## src/rtl/light_conflict_monitor.sv

```systemverilog
// -----------------------------------------------------------------------------
// light_conflict_monitor
//
// Safety stage that sits directly after the traffic controller. Valid lamp
// aspects are passed to the lamp drivers with one cycle of latency. Any cycle
// with a suspect aspect drives all-red. A conflict that persists for
// FILTER_CYCLES consecutive cycles, or a controller whose outputs do not change
// for STUCK_CYCLES cycles, latches a flashing-red failsafe. The failsafe is
// left only through reset or an operator clear issued on a clean input cycle.
//
// Ports:
//   clk                      system clock
//   reset                    asynchronous, active-high reset
//   Rm, Ym, Gm               main-road lamp requests from the controller
//   Rs, Ys, Gs               side-road lamp requests from the controller
//   W                        walk lamp request from the controller
//   fault_clear              synchronous operator clear pulse
//   Rm_out .. W_out          registered lamp drives
//   fault                    high while the failsafe is latched
//   fault_code[2:0]          latched cause: 000 none, 001 cross conflict,
//                            010 walk conflict, 011 invalid aspect, 100 stuck
//
// FILTER_CYCLES must be at least 1.
// -----------------------------------------------------------------------------
module light_conflict_monitor #(
    parameter int unsigned FILTER_CYCLES = 4,
    parameter int unsigned FLASH_HALF    = 500,
    parameter int unsigned STUCK_CYCLES  = 100000
) (
    input  logic       clk,
    input  logic       reset,
    input  logic       Rm,
    input  logic       Ym,
    input  logic       Gm,
    input  logic       Rs,
    input  logic       Ys,
    input  logic       Gs,
    input  logic       W,
    input  logic       fault_clear,
    output logic       Rm_out,
    output logic       Ym_out,
    output logic       Gm_out,
    output logic       Rs_out,
    output logic       Ys_out,
    output logic       Gs_out,
    output logic       W_out,
    output logic       fault,
    output logic [2:0] fault_code
);

    localparam int unsigned FILT_W  = $clog2(FILTER_CYCLES + 1);
    localparam int unsigned FLASH_W = $clog2(FLASH_HALF + 1);
    localparam int unsigned STUCK_W = $clog2(STUCK_CYCLES + 1);

    // Lamp vector ordering everywhere: {Rm, Ym, Gm, Rs, Ys, Gs, W}
    localparam logic [6:0] ALL_RED = 7'b100_100_0;

    localparam logic [2:0] CODE_NONE    = 3'b000;
    localparam logic [2:0] CODE_CROSS   = 3'b001;
    localparam logic [2:0] CODE_WALK    = 3'b010;
    localparam logic [2:0] CODE_INVALID = 3'b011;
    localparam logic [2:0] CODE_STUCK   = 3'b100;

    typedef enum logic [1:0] {
        ST_PASS    = 2'd0,
        ST_PENDING = 2'd1,
        ST_FAULT   = 2'd2
    } state_t;

    // A road head must show exactly one of red/yellow/green
    function automatic logic one_hot3(input logic [2:0] v);
        case (v)
            3'b001, 3'b010, 3'b100: one_hot3 = 1'b1;
            default:                one_hot3 = 1'b0;
        endcase
    endfunction

    state_t             state_q, state_d;
    logic [6:0]         lamps_q, lamps_d;
    logic               fault_q, fault_d;
    logic [2:0]         code_q, code_d;
    logic [FILT_W-1:0]  filter_q, filter_d;
    logic [STUCK_W-1:0] stuck_q, stuck_d;
    logic [FLASH_W-1:0] flash_cnt_q, flash_cnt_d;
    logic               phase_q, phase_d;
    logic [6:0]         prev_q, prev_d;

    logic [6:0]         lamps_in_s;
    logic               cross_s;
    logic               walk_s;
    logic               invalid_s;
    logic               viol_s;
    logic [2:0]         viol_code_s;
    logic [STUCK_W-1:0] stuck_next_s;
    logic               stuck_trip_s;
    logic [FILT_W-1:0]  filter_inc_s;
    logic               filter_trip_s;
    logic               trip_s;
    logic [2:0]         trip_code_s;

    // Classify the current input aspect and pick the highest-priority cause
    always_comb begin
        lamps_in_s = {Rm, Ym, Gm, Rs, Ys, Gs, W};
        cross_s    = (Gm | Ym) & (Gs | Ys);
        walk_s     = W & (Gm | Ym | Gs | Ys);
        invalid_s  = ~one_hot3({Rm, Ym, Gm}) | ~one_hot3({Rs, Ys, Gs});
        viol_s     = cross_s | walk_s | invalid_s;
        if (cross_s) begin
            viol_code_s = CODE_CROSS;
        end else if (walk_s) begin
            viol_code_s = CODE_WALK;
        end else if (invalid_s) begin
            viol_code_s = CODE_INVALID;
        end else begin
            viol_code_s = CODE_NONE;
        end
    end

    // Stuck watchdog next value (saturating) and filter increment
    always_comb begin
        if (lamps_in_s != prev_q) begin
            stuck_next_s = STUCK_W'(0);
        end else if (stuck_q < STUCK_W'(STUCK_CYCLES)) begin
            stuck_next_s = stuck_q + STUCK_W'(1);
        end else begin
            stuck_next_s = stuck_q;
        end
        stuck_trip_s = (stuck_next_s == STUCK_W'(STUCK_CYCLES));
        filter_inc_s = filter_q + FILT_W'(1);
    end

    // Decide whether this edge latches the failsafe, and with which code.
    // A filter trip outranks a simultaneous stuck trip.
    always_comb begin
        filter_trip_s = 1'b0;
        case (state_q)
            ST_PASS:    filter_trip_s = viol_s & (FILTER_CYCLES == 32'd1);
            ST_PENDING: filter_trip_s = viol_s & (filter_inc_s == FILT_W'(FILTER_CYCLES));
            default:    filter_trip_s = 1'b0;
        endcase
        trip_s = filter_trip_s | (stuck_trip_s & (state_q != ST_FAULT));
        if (filter_trip_s) begin
            trip_code_s = viol_code_s;
        end else begin
            trip_code_s = CODE_STUCK;
        end
    end

    // Next-state, counter and lamp-drive computation
    always_comb begin
        state_d     = state_q;
        lamps_d     = ALL_RED;
        fault_d     = fault_q;
        code_d      = code_q;
        filter_d    = filter_q;
        stuck_d     = stuck_q;
        flash_cnt_d = flash_cnt_q;
        phase_d     = phase_q;
        prev_d      = lamps_in_s;

        if (trip_s) begin
            state_d     = ST_FAULT;
            fault_d     = 1'b1;
            code_d      = trip_code_s;
            filter_d    = FILT_W'(0);
            stuck_d     = STUCK_W'(0);
            flash_cnt_d = FLASH_W'(0);
            phase_d     = 1'b1;
            lamps_d     = ALL_RED;
        end else begin
            case (state_q)
                ST_PASS: begin
                    stuck_d = stuck_next_s;
                    if (viol_s) begin
                        state_d  = ST_PENDING;
                        filter_d = FILT_W'(1);
                        lamps_d  = ALL_RED;
                    end else begin
                        filter_d = FILT_W'(0);
                        lamps_d  = lamps_in_s;
                    end
                end
                ST_PENDING: begin
                    if (viol_s) begin
                        filter_d = filter_inc_s;
                        stuck_d  = stuck_next_s;
                        lamps_d  = ALL_RED;
                    end else begin
                        // Clean cycle: resume pass-through on this very edge
                        state_d  = ST_PASS;
                        filter_d = FILT_W'(0);
                        stuck_d  = STUCK_W'(0);
                        lamps_d  = lamps_in_s;
                    end
                end
                ST_FAULT: begin
                    if (fault_clear && !viol_s) begin
                        // One all-red cycle before pass-through resumes
                        state_d     = ST_PASS;
                        fault_d     = 1'b0;
                        code_d      = CODE_NONE;
                        filter_d    = FILT_W'(0);
                        stuck_d     = STUCK_W'(0);
                        flash_cnt_d = FLASH_W'(0);
                        phase_d     = 1'b0;
                        lamps_d     = ALL_RED;
                    end else begin
                        if (flash_cnt_q == FLASH_W'(FLASH_HALF - 1)) begin
                            flash_cnt_d = FLASH_W'(0);
                            phase_d     = ~phase_q;
                        end else begin
                            flash_cnt_d = flash_cnt_q + FLASH_W'(1);
                            phase_d     = phase_q;
                        end
                        lamps_d = {phase_d, 1'b0, 1'b0, phase_d, 1'b0, 1'b0, 1'b0};
                    end
                end
                default: begin
                    state_d     = ST_PASS;
                    fault_d     = 1'b0;
                    code_d      = CODE_NONE;
                    filter_d    = FILT_W'(0);
                    stuck_d     = STUCK_W'(0);
                    flash_cnt_d = FLASH_W'(0);
                    phase_d     = 1'b0;
                    lamps_d     = ALL_RED;
                end
            endcase
        end
    end

    // State, counters and registered outputs
    always_ff @(posedge clk or posedge reset) begin
        if (reset) begin
            state_q     <= ST_PASS;
            lamps_q     <= ALL_RED;
            fault_q     <= 1'b0;
            code_q      <= CODE_NONE;
            filter_q    <= FILT_W'(0);
            stuck_q     <= STUCK_W'(0);
            flash_cnt_q <= FLASH_W'(0);
            phase_q     <= 1'b0;
            prev_q      <= 7'b000_000_0;
        end else begin
            state_q     <= state_d;
            lamps_q     <= lamps_d;
            fault_q     <= fault_d;
            code_q      <= code_d;
            filter_q    <= filter_d;
            stuck_q     <= stuck_d;
            flash_cnt_q <= flash_cnt_d;
            phase_q     <= phase_d;
            prev_q      <= prev_d;
        end
    end

    assign Rm_out     = lamps_q[6];
    assign Ym_out     = lamps_q[5];
    assign Gm_out     = lamps_q[4];
    assign Rs_out     = lamps_q[3];
    assign Ys_out     = lamps_q[2];
    assign Gs_out     = lamps_q[1];
    assign W_out      = lamps_q[0];
    assign fault      = fault_q;
    assign fault_code = code_q;

endmodule
```

## config.mk

```make
export PLATFORM = sky130hd
export DESIGN_NAME = light_conflict_monitor
export DESIGN_NICKNAME = d
export VERILOG_FILES = /design/src/rtl/light_conflict_monitor.sv
export SDC_FILE = /design/constraint.sdc
export NUM_CORES = 1
export LEC_CHECK = 0
export ABC_AREA = 1
export ABC_CLOCK_PERIOD_IN_PS = 2000
export CORE_MARGIN = 1
export CORE_UTILIZATION = 50
export CTS_CLUSTER_DIAMETER = 100
export DETAILED_ROUTE_END_ITERATION = 7
export DONT_BUFFER_PORTS = 1
export GPL_TIMING_DRIVEN = 0
export PLACE_DENSITY = 0.68
export RECOVER_POWER = 25
export SLEW_MARGIN = 10
export SYNTH_ARGS = -nofsm -noshare
export SYNTH_HDL_FRONTEND = slang
export SYNTH_SLANG_ARGS = --single-unit
```

## constraint.sdc

```tcl
create_clock -name clk -period 2 [get_ports clk]
set_input_delay 0.4 -clock clk [delete_from_list [all_inputs] [get_ports clk]]
set_output_delay 0.4 -clock clk [all_outputs]
set_load 0.005 [all_outputs]
```

# After elaboration in Yosys (flattened, before gate mapping)
# Cells that the tools add are included.
# op_classes
order_cmp,1
bitwise_logic,15
n_reduce_logical,8
addsub,3
muxes,40
eq_ne,17
# op_table
cell,n
$mux W17,5
$pmux W17 S3,1
$mux W9,3
$mux W7,3
$pmux W9 S2,1
$add A17 B1 Y17 const B,1
$eq A17 B17 Y1 const B,1
$lt A17 B17 Y1 const B,1
$mux W3,5
$mux W2,7
$pmux W7 S2,1
$add A9 B1 Y9 const B,1
$eq A3 B3 Y1 const B,3
$eq A9 B9 Y1 const B,1
$mux W1,9
$ne A3 B3 Y1 const B,3
$pmux W3 S3,1
$or A1 B1 Y1,8
$ne A7 B7 Y1,1
$eq A3 B1 Y1 const B,2
$eq A3 B2 Y1 const B,2
$pmux W2 S3,1
$pmux W3 S2,1
$reduce_or A3 Y1,2
other kinds (14),20
# totals
ff_bits,50
word_cells,93

# Depth between registers and ports, before layout
# depth
word_depth,11
mapped_depth,18
ltp_nobuf,17

# Least setup slack after synthesis
# Ideal clock, no wire load.
# synth_path
path_type,register to register
startpoint,reg stuck_q[0]
endpoint,reg flash_cnt_q[2]
n_path_buf,1
t_arrival_ps,1944
path_stages_with_launch,16
period_less_slack_ps,2074
path_slack_ps,-74
t_required_ps,1871
path_cell_list,dfrtp_1 > ha_1 > inv_1 > nor2_4 > nand2_1 > nor2_1 > nand3_1 > o21ai_1 > nand2_1 > inv_1 > nand2_1 > nor2_2 > nand2_2 > nand3_4 > buf_6 > o22ai_1
# synth_between
elab_chain_len,7
word_cells_on_any_way,9
# synth_rtl
item,line,text
from (decl),83,"logic [STUCK_W-1:0] stuck_q, stuck_d;"
from (signal assigned),250,stuck_q <= stuck_d;
$add A17 B1 Y17 / $lt A17 B17 Y1 (equally long branches),"124, 123",
$mux W17 *,123,end else if (stuck_q < STUCK_W'(STUCK_CYCLES)) begin
$mux W17 *,121,if (lamps_in_s != prev_q) begin
$eq A17 B17 Y1 *,128,stuck_trip_s = (stuck_next_s == STUCK_W'(STUCK_CYCLES));
$and A1 B1 Y1 *,141,trip_s = filter_trip_s | (stuck_trip_s & (state_q != ST_FAULT));
$or A1 B1 Y1 *,141,
$ne A2 B1 Y1 (no source line) / $mux W9 (equally long branches),-,
to (signal assigned),251,flash_cnt_q <= flash_cnt_d;
to (decl),84,"logic [FLASH_W-1:0] flash_cnt_q, flash_cnt_d;"
# Every way passes the cells marked *; elsewhere a longest branch is shown, timed or not.
# A chain may end at the register's enable or synchronous reset.

# Worst setup path in the final report
# layout_path
startpoint,reg stuck_q[7]
endpoint,reg lamps_q[1]
# layout_between
elab_chain_len,7
word_cells_on_any_way,8
# layout_rtl
item,line,text
$add A17 B1 Y17 / $lt A17 B17 Y1 (equally long branches),"124, 123",
$mux W17 *,123,
$mux W17 *,121,
$eq A17 B17 Y1 *,128,
$and A1 B1 Y1 *,141,
$or A1 B1 Y1 *,141,
$mux W7 *,161,if (trip_s) begin
named net lamps_d[1],79,"logic [6:0] lamps_q, lamps_d;"
to (signal assigned),246,lamps_q <= lamps_d;
to (decl),79,
# The timed path passes the listed nets; every way through them passes the cells marked *.

==> flow_summary.yaml <==
sta:
  worst_pin_slew_ns: 0.6778
  slew_viol_final: 0
  setup_slack_ns: -0.3888
  fin_crit_ns: 2.389
  post-route-period-util: 1.194
  hold_viol_final: 0
  setup_viol_count_final: 43
  relSlewSlack: 0.5476
  fmax_mhz: 418.6
  finClkSkew_ns: 0.02059
  tns_ns: -14.08
  grt_setup_unrepaired: "true"
routing:
  drt_first_iter_violations: 434
  final_antenna_net_count: 0
  dr.pass1.iters: 6
  via_per_inst: 5.811
  routed_wl_mm: 9.824
  vias: 3446
  drc: 0
  wl_per_cell_um: 16.57
floorplanning:
  rows: 29
  die_h_um: 82.62
  core_um2: 6314
  initial_core_util: 0.5147
  ioPinCount: 21
  dieArea_um2: 6825
  fp.dieW_um: 82.62
placement:
  place_hpwl_mm: 5.838
  place_congestion: 0.8715
  port-buffer-count: 0
  pre_cts_slack_ns: -0.5273
critical_path:
  cp_max_fo: 6
  arrival_ns: 2.56
  cp_slowest_stage_delay_ns: 0.46
  critPathLaunchType: "flip-flop"
  crit_buf_inv: 3
  cp_data_required_time_ns: 2.17
  cp-end-kind: "flip-flop"
  critPathKind: "flip-flop to flip-flop"
  crit_family: "simple AND/OR/NAND/NOR gates"
  slowest_stage: "dfrtp_1"
  crit_path_cell_trace: "nand2_2 > nand3_2 > nand3_4 > buf_6 > nand3_1 > o21ai_1 > nand2_1 > inv_1 > nand2_2 > nor2_4 > nand2_4 > nand3_4 > clkbuf_16 > nor3_2"
global_routing:
  grt.total_usage: 0.2945
  grt_max_degree: 36
  grt_pass1_wl_mm: 14.90
  grt_pass1_vias: 3076
  overflow: 0
  antenna_found_initial: 0
power:
  peakVddDrop_mv: 0.7674
  leakage_nw: 1.948
  finalPower_w: 0.003007
  p_per_area_nw_per_um2: 727.5
yosys:
  ys_warn_count: 0
  yosys-top-cells-area: "dfrtp_1 (37%), nand2_1 (15%), nand3_1 (7.4%), inv_1 (7.2%), nor2_1 (4.4%)"
  postSynthAreaPerCell_um2: 7.079
  syn_area_um2: 3249
  syn_nets: 473
  ys_seq_area_frac: 0.3858
  yosys.area.top_type: "dfrtp_1"
  synthDistinctLibCells: 39
  synthCells: 459
  yosys.area.top_type_share: 0.3697
  ys_ff_latch: 50
cts:
  htree_levels: 2
  path_clk_slew_ns: 0.11
  cts.sinks: 50
  clkLatencyLatePin_ns: 0.32
  cts_tree: "done"
  cts_root_buf: "clkbuf_8"
  cts_buffers: 5
  clk_path_buf_depth: 2
layout:
  final_cell_mix: "nand2_1 (112), inv_1 (57), buf_4 (43)"
  fin_nets: 529
  fillCellCount: 527
  antenna_cells: 0
  syn_to_final_growth_pct: 27.22
  layout_commonest_cell: "nand2_1"
  drive_gt1_frac: 0.2810
job:
  drv_cap: 0
min_path:
  min_path_type: "input port to flip-flop"
status:
  violations: "negative setup slack"
  status: "finished with violations"
state kept, by name, indices dropped and copies added (netlist names):
signal and count:
stuck_q 17, filter_q 3, fault_code 3, fault 1
flash_cnt_q 9, phase_q 1, state_q 2, lamps_q 7
prev_q 7
cell type report:
class                           instances  area, um2  share of cell area
Clock buffer                            6      72.57             0.01755
Buffer                                 16      123.9             0.02996
Clock inverter                          2      37.54            0.009080
Timing Repair Buffer                   48      417.9              0.1011
Sequential cell                        50       1262              0.3054
Multi-Input combinational cell        327       1867              0.4516
Inverter                               67      256.5             0.06205
Tap cell                               77      96.34             0.02331
what timing repair did:
action | 4_1_cts | 5_1_grt
hold buffers | 1 | 0
cloned | 3 | 2
hold endpoints to repair | 15 | 0
setup endpoints to repair | 43 | 43
setup buffers | 34 | 8
pin swaps | 5 | 12
resized for setup | 52 | 31
routing by layer:
metal,vias up,global-route usage,routed length [um]
met4,0,0.09655,245
met1,1615,0.3972,4073
li1,1601,-,-
met3,40,0.05495,854
met5,-,0,0
met2,190,0.4760,4650
stage by stage:
step	util	hold slack [ns]	area, um2	std cells
5_1_grt	0.6548	0.09842	4134	593
6_report	0.6548	0.1167	4134	593
3_3_place_gp	0.5303	0.4316	3348	536
3_5_place_dp	0.5335	0.2848	3368	537
4_1_cts	0.6270	0.1178	3959	583
2_1_floorplan	-	0.4314	3252	459
kinds of logic after synthesis:
group	Yosys count	synth area share
flip-flops	50	0.3858
AO/OA/AOI/OAI	61	0.1136
XOR/XNOR	11	0.02965
buffers and inverters	83	0.1078
AND/OR/NAND/NOR	250	0.3477
adder cells (fa/ha/maj)	4	0.01540
final timing paths:
check	cells past startpoint	end	start	slack [ns]
max in group asynchronous	3	lamps_q[3]$_DFF_PP1_	reset	0.68
min	0	prev_q[4]$_DFF_PP0_	Gm	0.12
max	14	lamps_q[1]$_DFF_PP0_	stuck_q[7]$_DFFE_PP0P_	-0.39
min in group asynchronous	2	stuck_q[8]$_DFFE_PP0P_	reset	0.61
min reg2reg	2	filter_q[1]$_DFFE_PP0P_	filter_q[1]$_DFFE_PP0P_	0.51
max reg2reg	14	lamps_q[1]$_DFF_PP0_	stuck_q[7]$_DFFE_PP0P_	-0.39
where the power goes:
group / internal [W] / switching, W
combinational: 0.000387 / 0.000660
sequential: 0.00114 / 0.0000804
clock: 0.000374 / 0.000370
cell usage after synthesis:
master	number
nand4_1	7
clkbuf_1	5
o22ai_1	15
or2_0	1
nor3_2	3
a21oi_1	9
nand2_4	1
buf_1	1
o21ai_0	21
buf_2	4
o2111ai_1	7
xnor2_1	4
and3_1	1
dfrtp_1	48
nor4_1	2
nand3_4	1
ha_1	4
nand2_1	126
inv_1	62
nor2_2	3
nand2_2	8
o21ai_1	2
buf_6	3
xor2_1	7
a211oi_1	1
a22oi_1	1
a211o_1	1
o211ai_1	2
o31ai_1	2
inv_2	5
nand3b_1	2
nor3_1	5
nand3_1	48
and2_1	1
nor2_1	38
nand3_2	2
buf_4	3
nor2_4	1
dfstp_2	2
(Power assumes the default switching activity.)
